`config.mk`:
```
export PLATFORM = sky130hd
export DESIGN_NAME = alu_exec_stage
export DESIGN_NICKNAME = d
export VERILOG_FILES = /design/src/rtl/alu_exec_stage.sv
export SDC_FILE = /design/constraint.sdc
export NUM_CORES = 1
export LEC_CHECK = 0
export ABC_AREA = 1
export CAP_MARGIN = 20
export CORE_MARGIN = 2
export CORE_UTILIZATION = 45
export CTS_CLUSTER_DIAMETER = 200
export DETAILED_ROUTE_END_ITERATION = 8
export HOLD_SLACK_MARGIN = 0.06
export PLACE_DENSITY = 0.68
export SLEW_MARGIN = 15
export SYNTH_ARGS = -nofsm -noshare
export SYNTH_HDL_FRONTEND = slang
export SYNTH_SLANG_ARGS = --single-unit
```
`constraint.sdc`:
```
create_clock -name clk -period 6.24 [get_ports clk]
set_input_delay 0.624 -clock clk [delete_from_list [all_inputs] [get_ports clk]]
set_output_delay 0.624 -clock clk [all_outputs]
set_load 0.05 [all_outputs]
```
`src/rtl/alu_exec_stage.sv`:
```
// Execute stage: 2-entry command FIFO feeding an alu_9 instance, with a registered
// result/tag output and a consume counter. Define ALU_OPCHK_EN to flag opcodes above OP_MAX.

package alu_exec_pkg;

    typedef enum logic [3:0] {
        OP_ADD = 4'd0,
        OP_SUB = 4'd1,
        OP_AND = 4'd2,
        OP_OR  = 4'd3,
        OP_XOR = 4'd4,
        OP_SLL = 4'd5,
        OP_SRL = 4'd6,
        OP_SRA = 4'd7,
        OP_SLT = 4'd8
    } alu_op_e;

endpackage

module alu_9
    import alu_exec_pkg::*;
(
    input  logic [31:0] i_a,
    input  logic [31:0] i_b,
    input  logic [3:0]  i_op,
    output logic [31:0] o_c
);

    logic [4:0] w_shamt;

    assign w_shamt = i_b[4:0];

    // NOTE: o_c is assigned before the case so no path leaves it unassigned, which would infer a latch.
    always_comb begin
        o_c = '0;
        case (i_op)
            OP_ADD:  o_c = i_a + i_b;
            OP_SUB:  o_c = i_a - i_b;
            OP_AND:  o_c = i_a & i_b;
            OP_OR:   o_c = i_a | i_b;
            OP_XOR:  o_c = i_a ^ i_b;
            OP_SLL:  o_c = i_a << w_shamt;
            OP_SRL:  o_c = i_a >> w_shamt;
            OP_SRA:  o_c = $unsigned($signed(i_a) >>> w_shamt);
            OP_SLT:  o_c = {31'd0, $signed(i_a) < $signed(i_b)};
            default: o_c = '0;
        endcase
    end

endmodule

module alu_exec_stage #(
    parameter int unsigned TAG_W  = 5,
    parameter int unsigned OP_MAX = 8
) (
    input  logic             clk,
    input  logic             reset,
    input  logic             in_valid,
    output logic             in_ready,
    input  logic [31:0]      in_a,
    input  logic [31:0]      in_b,
    input  logic [3:0]       in_op,
    input  logic [TAG_W-1:0] in_tag,
    output logic             out_valid,
    input  logic             out_ready,
    output logic [31:0]      out_c,
    output logic [TAG_W-1:0] out_tag,
    output logic             out_err,
    output logic [15:0]      done_cnt
);

    if (OP_MAX > 15) begin : g_bad_op_max
        $error("alu_exec_stage: OP_MAX must fit the 4-bit opcode field");
    end

    typedef struct packed {
        logic [31:0]      a;
        logic [31:0]      b;
        logic [3:0]       op;
        logic [TAG_W-1:0] tag;
    } cmd_t;

    cmd_t             r_mem [2];
    logic             r_wr_ptr;
    logic             r_rd_ptr;
    logic [1:0]       r_count;
    logic             r_in_ready;
    logic             r_out_valid;
    logic [31:0]      r_out_c;
    logic [TAG_W-1:0] r_out_tag;
    logic             r_out_err;
    logic [15:0]      r_done_cnt;

    logic             w_push;
    logic             w_pop;
    logic             w_consume;
    logic [1:0]       w_count_nxt;
    cmd_t             w_head;
    logic [31:0]      w_alu_c;
    logic [31:0]      w_res_c;
    logic             w_res_err;

    // A full FIFO already holds in_ready low, so a push never coincides with count == 2.
    assign w_push    = in_valid && r_in_ready;
    assign w_pop     = (r_count != 2'd0) && (!r_out_valid || out_ready);
    assign w_consume = r_out_valid && out_ready;
    assign w_head    = r_mem[r_rd_ptr];

    always_comb begin
        w_count_nxt = r_count;
        case ({w_push, w_pop})
            2'b10:   w_count_nxt = r_count + 2'd1;
            2'b01:   w_count_nxt = r_count - 2'd1;
            default: w_count_nxt = r_count;
        endcase
    end

    alu_9 u_alu (
        .i_a  (w_head.a),
        .i_b  (w_head.b),
        .i_op (w_head.op),
        .o_c  (w_alu_c)
    );

`ifdef ALU_OPCHK_EN
    localparam logic [3:0] OP_MAX_L = 4'(OP_MAX);

    logic w_illegal;

    assign w_illegal = (w_head.op > OP_MAX_L);
    assign w_res_c   = w_illegal ? 32'd0 : w_alu_c;
    assign w_res_err = w_illegal;
`else
    assign w_res_c   = w_alu_c;
    assign w_res_err = 1'b0;
`endif

    // NOTE: FIFO storage is deliberately not reset; the pointers and count alone decide what is valid.
    always_ff @(posedge clk) begin
        if (!reset && w_push) begin
            r_mem[r_wr_ptr] <= '{a: in_a, b: in_b, op: in_op, tag: in_tag};
        end
    end

    // NOTE: every state register updates with <= so all of them sample pre-edge values together.
    always_ff @(posedge clk) begin
        if (reset) begin
            r_wr_ptr    <= 1'b0;
            r_rd_ptr    <= 1'b0;
            r_count     <= 2'd0;
            r_in_ready  <= 1'b1;
            r_out_valid <= 1'b0;
            r_out_c     <= 32'd0;
            r_out_tag   <= '0;
            r_out_err   <= 1'b0;
            r_done_cnt  <= 16'd0;
        end else begin
            if (w_push) begin
                r_wr_ptr <= ~r_wr_ptr;
            end
            if (w_pop) begin
                r_rd_ptr <= ~r_rd_ptr;
            end
            r_count    <= w_count_nxt;
            r_in_ready <= (w_count_nxt != 2'd2);

            if (w_pop) begin
                r_out_valid <= 1'b1;
                r_out_c     <= w_res_c;
                r_out_tag   <= w_head.tag;
                r_out_err   <= w_res_err;
            end else if (w_consume) begin
                r_out_valid <= 1'b0;
            end

            if (w_consume) begin
                r_done_cnt <= r_done_cnt + 16'd1;
            end
        end
    end

    assign in_ready  = r_in_ready;
    assign out_valid = r_out_valid;
    assign out_c     = r_out_c;
    assign out_tag   = r_out_tag;
    assign out_err   = r_out_err;
    assign done_cnt  = r_done_cnt;

    a_count_bound: assert property (@(posedge clk) disable iff (reset)
        r_count <= 2'd2);

    a_ready_tracks_count: assert property (@(posedge clk) disable iff (reset)
        r_in_ready == (r_count != 2'd2));

    a_hold_under_backpressure: assert property (@(posedge clk) disable iff (reset)
        (r_out_valid && !out_ready) |=>
            (r_out_valid && $stable(r_out_c) && $stable(r_out_tag) && $stable(r_out_err)));

endmodule
```
==> insert_results.sql, run 1 <==
INSERT INTO impl_metrics (metric_group, metric, value, unit) VALUES
('outcome', 'run_status', 'completed', ''),
('logic_synthesis', 'synth_top_area_share', '0.2546', ''),
('drt', 'via_per_inst', '5.889', ''),
('die', 'ioPinCount', '133', ''),
('cts', 'tritoncts', 'built', ''),
('cts', 'postcts_resize_cnt', '0', ''),
('drt', 'vias', '19140', ''),
('setup_path', 'worstPathCellList', 'inv_2, buf_4, nand2_1, nand2_1, inv_1, ha_1, inv_1, fa_1, nand2_1, nand2_1, nand3_1, nand2_1, nand2_1, nand2_1, nand3_1, nand2_1, nand2_1, nand3_1, nand2_1, nor2_1, nand3_1, nand2_1, a21oi_1', ''),
('job', 'cap_viol_max_count', '0', ''),
('timing', 'rsz0062_at_grt', 'no', ''),
('power_and_ir_drop', 'worst_ir_drop_vdd', '0.3982', 'mV'),
('drt', 'wirelength', '80850', 'um'),
('cts', 'insertion_delay', '0.55', 'ns'),
('grt', 'grt_first_pass_wirelength', '116700', 'um'),
('grt', 'number_of_global_route_vias_before_repair', '18030', ''),
('setup_path', 'cpPeakStageDelay', '0.64', 'ns'),
('timing', 'setup_violations', '0', ''),
('logic_synthesis', 'yosys_warnings', '0', ''),
('power_and_ir_drop', 'power_leakage', '0.008930', 'uW'),
('placement', 'post_dp_cell_area', '0.01883', 'mm2'),
('setup_path', 'cp_max_stage_cell', 'sky130_fd_sc_hd__inv_2', ''),
('die', 'die_w', '199.6', 'um'),
('finish', 'num_antenna_cells', '0', ''),
('hold_path', 'worst_hold_path_type', 'reg -> reg', ''),
('setup_path', 'critical_path_start_type', 'register', ''),
('logic_synthesis', 'synth_area_leaders', 'sky130_fd_sc_hd__edfxtp_1 25%, sky130_fd_sc_hd__nand2_1 21%, sky130_fd_sc_hd__nand3_1 9.8%', ''),
('finish', 'final_cell_count_no_fill', '3250', ''),
('setup_path', 'cp.required', '6.62', 'ns'),
('logic_synthesis', 'syn_area_per_cell', '6.516', 'um2'),
('placement', 'io_buffer_count', '131', ''),
('logic_synthesis', 'synth_ff_type', 'sky130_fd_sc_hd__edfxtp_1', ''),
('die', 'die_height', '199.6', 'um'),
('cts', 'cts-root-to-sink-buffers', '3', ''),
('setup_path', 'critical_path_peak_fanout', '43', ''),
('grt', 'globalRouteTotalUtil', '0.4054', ''),
('die', 'core_region_area', '0.03767', 'mm2'),
('logic_synthesis', 'netlist_instances', '2643', ''),
('logic_synthesis', 'yosysSeqAreaShare', '0.3243', ''),
('timing', 'max_slew.worst_pin.slew', '1.141', 'ns'),
('timing', 'maxClockFrequency', '210.2', 'MHz'),
('cts', 'cts-root-buf', 'sky130_fd_sc_hd__clkbuf_16', ''),
('finish', 'syn_to_final_growth', '14.06', '%'),
('placement', 'placed_cells_incl_taps', '3207', ''),
('logic_synthesis', 'synth-seq-cells', '206', ''),
('placement', 'gp_congestion', '1.106', ''),
('setup_path', 'end_kind', 'register', ''),
('logic_synthesis', 'synthesis.area', '0.01722', 'mm2'),
('grt', 'grt_start_max_net_pins', '76', ''),
('power_and_ir_drop', 'power', '11930', 'uW'),
('cts', 'cts.clk_slew.worst_paths', '0.06', 'ns'),
('drt', 'drc_violation_count_after_routing', '0', ''),
('cts', 'cts-buffers-inserted', '24', ''),
('finish', 'final_area', '0.01964', 'mm2'),
('die', 'rows', '71', ''),
('cts', 'clock_sinks', '206', ''),
('timing', 'slew_margin_rel', '0.2395', ''),
('logic_synthesis', 'most_frequent_cell_after_synthesis', 'sky130_fd_sc_hd__nand2_1', ''),
('logic_synthesis', 'synth.largest_area_cell', 'sky130_fd_sc_hd__edfxtp_1', ''),
('setup_path', 'cp_common_cell', 'sky130_fd_sc_hd__nand2_1', ''),
('cts', 'hold_buffers', '0', ''),
('power_and_ir_drop', 'powerDensity', '607.5', 'mW/mm2'),
('timing', 'fin_crit', '4.757', 'ns'),
('drt', 'wl_per_instance', '24.88', 'um'),
('setup_path', 'criticalPathCategory', 'reg -> reg', ''),
('logic_synthesis', 'count_of_flip_flops_with_a_built_in_enable_after_synthesis', '146', ''),
('die', 'dieArea', '0.03985', 'mm2'),
('setup_path', 'arrival', '5.13', 'ns'),
('drt', 'dr.first_iter.drc_count', '2433', ''),
('cts', 'postCtsSetupRepairBufs', '0', ''),
('logic_synthesis', 'synth_nets', '2821', ''),
('timing', 'finalSetupTns', '0', 'ns');
layer usage:
layer / global-route usage / share of wire
met2: 0.5953 / 0.41
met4: 0.2469 / 0.071
met5: 0 / 0.00038
met3: 0.08793 / 0.11
met1: 0.5430 / 0.40
flip-flops by register name, indices dropped and copies added (netlist names), named ones only:
| register | cells |
|---|---|
| r_mem | 146 |
| out_c | 32 |
| out_tag | 5 |
| r_wr_ptr | 1 |
| r_rd_ptr | 1 |
| done_cnt | 16 |
| out_valid | 1 |
| r_count | 2 |
| in_ready | 1 |
cell usage in the layout (no fill, tap or decap), types with 8 or more instances in the layout:
cell type                           n
sky130_fd_sc_hd__nand3_1          337
sky130_fd_sc_hd__a31oi_1            9
sky130_fd_sc_hd__inv_2             13
sky130_fd_sc_hd__nand2_1          953
sky130_fd_sc_hd__nand2_2           12
sky130_fd_sc_hd__nand4_1           35
sky130_fd_sc_hd__o21ai_1           10
sky130_fd_sc_hd__ha_1              99
sky130_fd_sc_hd__o22ai_1           13
sky130_fd_sc_hd__nor3_1            35
sky130_fd_sc_hd__clkbuf_16         24
sky130_fd_sc_hd__clkdlybuf4s50_1  130
sky130_fd_sc_hd__dfxtp_1           59
sky130_fd_sc_hd__o21ai_0          109
sky130_fd_sc_hd__inv_1            244
sky130_fd_sc_hd__o21bai_1           8
sky130_fd_sc_hd__buf_4             23
sky130_fd_sc_hd__or2_2             30
sky130_fd_sc_hd__a21oi_1          138
sky130_fd_sc_hd__nor2_1           205
sky130_fd_sc_hd__edfxtp_1         146
sky130_fd_sc_hd__o211ai_1           9
worst max-delay path, delay by kind of cell, from the launching register on:
| kind | cells | cell delay (ns) |
|---|---|---|
| flops | 1 | 0.32 |
| simple gates | 16 | 2.15 |
| fa+ha+maj | 2 | 0.61 |
| compound gates | 1 | 0.08 |
| buf+inv | 4 | 1.35 |
layout make-up:
| type | instances | area [um2] | area share |
|---|---|---|---|
| multi-input cells | 2075 | 10120 | 0.5154 |
| repair buffers | 155 | 1499 | 0.07631 |
| flip-flops and latches | 206 | 5587 | 0.2844 |
| well taps | 511 | 639.4 | 0.03255 |
| clock inverters | 13 | 170.2 | 0.008663 |
| inverters | 260 | 980.9 | 0.04994 |
| clock buffers | 30 | 643.1 | 0.03274 |
logic make-up (layout without fill, tap and decap cells):
group	count (synthesis)	count (layout)	synth area share
xor gates and xnor gates	6	6	0.003051
and+or+nand+nor	1642	1642	0.4040
other	1	1	0.0002178
adders and majority gates	101	101	0.07425
AOI/OAI and AO/OA	325	325	0.1044
DFF	206	206	0.3243
buffers and inverters	362	458	0.08973
report_power, final:
group / switching [uW] / total, uW / internal (uW)
sequential: 130 / 1810 / 1680
combinational: 6470 / 8660 / 2190
clock: 600 / 1460 / 864
total: 7200 / 11900 / 4730
path summary, 6_finish.rpt:
check                                           start                     end  slack [ns]  cells past startpoint
worst min register to register  r_rd_ptr$_SDFFE_PP0P_   r_rd_ptr$_SDFFE_PP0P_        0.47                      1
worst max register to register               register  out_c[26]$_SDFFE_PP0P_        1.48                     23
worst min-delay path            r_rd_ptr$_SDFFE_PP0P_   r_rd_ptr$_SDFFE_PP0P_        0.47                      1
worst max-delay path                         register  out_c[26]$_SDFFE_PP0P_        1.48                     23
through the flow:
step	setup WS (ns)	hold WS, ns	utilization
floorplan	1.638	0.4257	-
global placement	1.593	0.4361	0.4999
detailed placement	1.645	0.4472	0.4999
CTS	1.628	0.4653	0.5215
global route	1.252	0.4844	0.5215
finish	1.483	0.4663	0.5215
(Power assumes the default switching activity.)
==> run 2: changes to the inputs <==
PLACE_DENSITY = 0.65   (was 0.68)
clock period = 4.8 ns   (was 6.24 ns; I/O delays follow)
==> insert_results.sql, run 2 (synthesis results as in run 1) <==
INSERT INTO impl_metrics (metric_group, metric, value, unit) VALUES
('drt', 'drc_violation_count_after_routing', '0', ''),
('setup_path', 'arrival', '4.54', 'ns'),
('grt', 'grt_first_pass_wirelength', '115200', 'um'),
('setup_path', 'cpPeakStageDelay', '0.54', 'ns'),
('setup_path', 'critical_path_start_type', 'register', ''),
('setup_path', 'regToRegSetupSlack', '0.62', 'ns'),
('die', 'initial_utilization', '0.4572', ''),
('finish', 'drive_above_1_share', '0.06705', ''),
('finish', 'mostFrequentLayoutCell', 'sky130_fd_sc_hd__nand2_1', ''),
('placement', 'dp_hpwl', '63080', 'um'),
('cts', 'cts-root-to-sink-buffers', '3', ''),
('power_and_ir_drop', 'powerDensity', '792.7', 'mW/mm2'),
('placement', 'gp_congestion', '1.136', ''),
('setup_path', 'criticalPathCategory', 'reg -> reg', ''),
('placement', 'io_buffer_count', '131', ''),
('drt', 'via_per_inst', '5.865', ''),
('grt', 'number_of_antenna_violations_at_the_first_check_in_global_routing', '2', ''),
('power_and_ir_drop', 'power', '15930', 'uW'),
('setup_path', 'worst-r2r-cell-count', '19', ''),
('power_and_ir_drop', 'power_leakage', '0.009202', 'uW'),
('grt', 'grt_start_max_net_pins', '76', ''),
('finish', 'final_area', '0.02009', 'mm2'),
('die', 'core_region_area', '0.03767', 'mm2'),
('setup_path', 'critical_path_peak_fanout', '16', ''),
('grt', 'globalRouteOverflowTotal', '0', ''),
('cts', 'cts-root-buf', 'sky130_fd_sc_hd__clkbuf_16', ''),
('cts', 'insertion_delay', '0.54', 'ns'),
('setup_path', 'cp-endpoint', 'out_c[19]$_SDFFE_PP0P_', ''),
('timing', 'finalSetupTns', '0', 'ns'),
('power_and_ir_drop', 'worst_ir_drop_vdd', '0.4342', 'mV'),
('drt', 'met1_length', '31960', 'um'),
('timing', 'fin_crit', '4.176', 'ns'),
('timing', 'setup_violations', '0', ''),
('finish', 'area_occupied_by_multi_input_gates', '0.01012', 'mm2'),
('grt', 'globalRouteTotalUtil', '0.3989', ''),
('drt', 'wl_per_instance', '24.15', 'um'),
('drt', 'first_pass_iters', '7', ''),
('finish', 'syn_to_final_growth', '16.66', '%'),
('grt', 'number_of_global_route_vias_before_repair', '18110', ''),
('job', 'cap_viol_max_count', '0', ''),
('die', 'ioPinCount', '133', ''),
('cts', 'cts.htree.levels', '1', ''),
('placement', 'placed_cells_incl_taps', '3255', ''),
('die', 'die_height', '199.6', 'um'),
('timing', 'maxClockFrequency', '239.4', 'MHz'),
('cts', 'tritoncts', 'built', ''),
('die', 'die_w', '199.6', 'um'),
('timing', 'final-hold-violation-count', '0', ''),
('drt', 'dr.max_layer_used', 'met4', ''),
('setup_path', 'cp_common_cell', 'sky130_fd_sc_hd__nand2_1', ''),
('placement', 'post_dp_cell_area', '0.01922', 'mm2'),
('drt', 'vias', '19360', ''),
('setup_path', 'cp.required', '5.17', 'ns'),
('setup_path', 'worstPathCellList', 'inv_2, buf_4, nand2_1, nand2_1, inv_1, ha_1, nand2_1, nor2_1, inv_1, nor3_1, nand3_1, nand3_1, nand2_1, nand3_1, nand2_1, nor2_1, nand3_1, nand2_1, a21oi_1', ''),
('die', 'rows', '71', ''),
('drt', 'wirelength', '79730', 'um'),
('hold_path', 'worst_hold_path.num_cells', '1', ''),
('finish', 'postLayoutCoreUtil', '0.5334', ''),
('cts', 'postcts_resize_cnt', '0', ''),
('timing', 'drv_slew', '0', ''),
('die', 'dieArea', '0.03985', 'mm2'),
('cts', 'cts-buffers-inserted', '24', ''),
('drt', 'antenna_violating_nets_post_route', '0', ''),
('timing', 'rsz0062_at_grt', 'no', ''),
('cts', 'cts.clk_slew.worst_paths', '0.06', 'ns'),
('cts', 'postCtsSetupRepairBufs', '0', ''),
('finish', 'largest_register_ffs', '146', ''),
('drt', 'detailroute.wirelength.met3', '9671', 'um'),
('finish', 'top_register', 'r_mem', ''),
('timing', 'fin_worst_skew', '0.01561', 'ns'),
('setup_path', 'critical_path_buf_inv_count', '4', ''),
('setup_path', 'r2r_end', 'out_c[19]$_SDFFE_PP0P_', ''),
('timing', 'slew_margin_rel', '0.3092', ''),
('timing', 'max_slew.worst_pin.slew', '1.036', 'ns'),
('outcome', 'run_status', 'completed', ''),
('finish', 'most_used_cells_in_the_layout_excluding_fill_and_tap_cells', '954 x sky130_fd_sc_hd__nand2_1, 337 x sky130_fd_sc_hd__nand3_1, 243 x sky130_fd_sc_hd__inv_1, 205 x sky130_fd_sc_hd__nor2_1, 146 x sky130_fd_sc_hd__edfxtp_1', ''),
('cts', 'hold_buffers', '0', ''),
('setup_path', 'cp_max_stage_cell', 'sky130_fd_sc_hd__nor3_1', ''),
('finish', 'final_nets', '2949', ''),
('finish', 'final_cell_count_no_fill', '3301', ''),
('cts', 'clock_sinks', '206', ''),
('finish', 'filler_cell_count', '3843', ''),
('drt', 'route.met2.wl', '32930', 'um'),
('timing', 'period_share', '0.8701', ''),
('hold_path', 'worst_hold_path_type', 'reg -> reg', ''),
('finish', 'sequential_cell_area', '0.005587', 'mm2'),
('drt', 'dr.first_iter.drc_count', '2497', ''),
('setup_path', 'end_kind', 'register', ''),
('setup_path', 'crit_family', 'simple AND/OR/NAND/NOR gates', ''),
('setup_path', 'critical_path_depth', '19', '');
## run 2: worst min path at each step
stage | from | to | slack (ns)
after floorplan | r_rd_ptr$_SDFFE_PP0P_ | register | 0.43
after global placement | r_rd_ptr$_SDFFE_PP0P_ | r_rd_ptr$_SDFFE_PP0P_ | 0.44
after detailed placement | r_rd_ptr$_SDFFE_PP0P_ | register | 0.44
after CTS | r_rd_ptr$_SDFFE_PP0P_ | register | 0.46
after global routing | r_rd_ptr$_SDFFE_PP0P_ | r_rd_ptr$_SDFFE_PP0P_ | 0.49
final | r_rd_ptr$_SDFFE_PP0P_ | register | 0.46
## run 2: area by class of cell
| class | count | share of cell area |
|---|---|---|
| clock buffers | 29 | 0.03288 |
| well taps | 511 | 0.03182 |
| flip-flops and latches | 206 | 0.2781 |
| repair buffers | 204 | 0.09578 |
| clock inverters | 15 | 0.008719 |
| diodes | 1 | 0.0001246 |
| multi-input cells | 2075 | 0.5038 |
| inverters | 260 | 0.04883 |
## run 2: report_power, final
group	switching (uW)	total, uW	internal (uW)
sequential	145	2330	2180
clock	770	1920	1150
combinational	8540	11700	3140
total	9450	15900	6480
## run 2: layer usage
| layer | up-vias | global-route usage |
|---|---|---|
| li1 | 8936 | - |
| met1 | 8959 | 0.5240 |
| met2 | 1228 | 0.5904 |
| met3 | 238 | 0.1146 |
| met4 | 0 | 0.2137 |
| met5 | - | 0 |
## run 2: through the flow
step           hold WS, ns  worst slack [ns]
6_report            0.4609            0.6235
5_1_grt             0.4894            0.5981
4_1_cts             0.4575            0.9064
3_5_place_dp        0.4385            0.9330
3_3_place_gp        0.4390            0.9200
2_1_floorplan       0.4257            0.3418
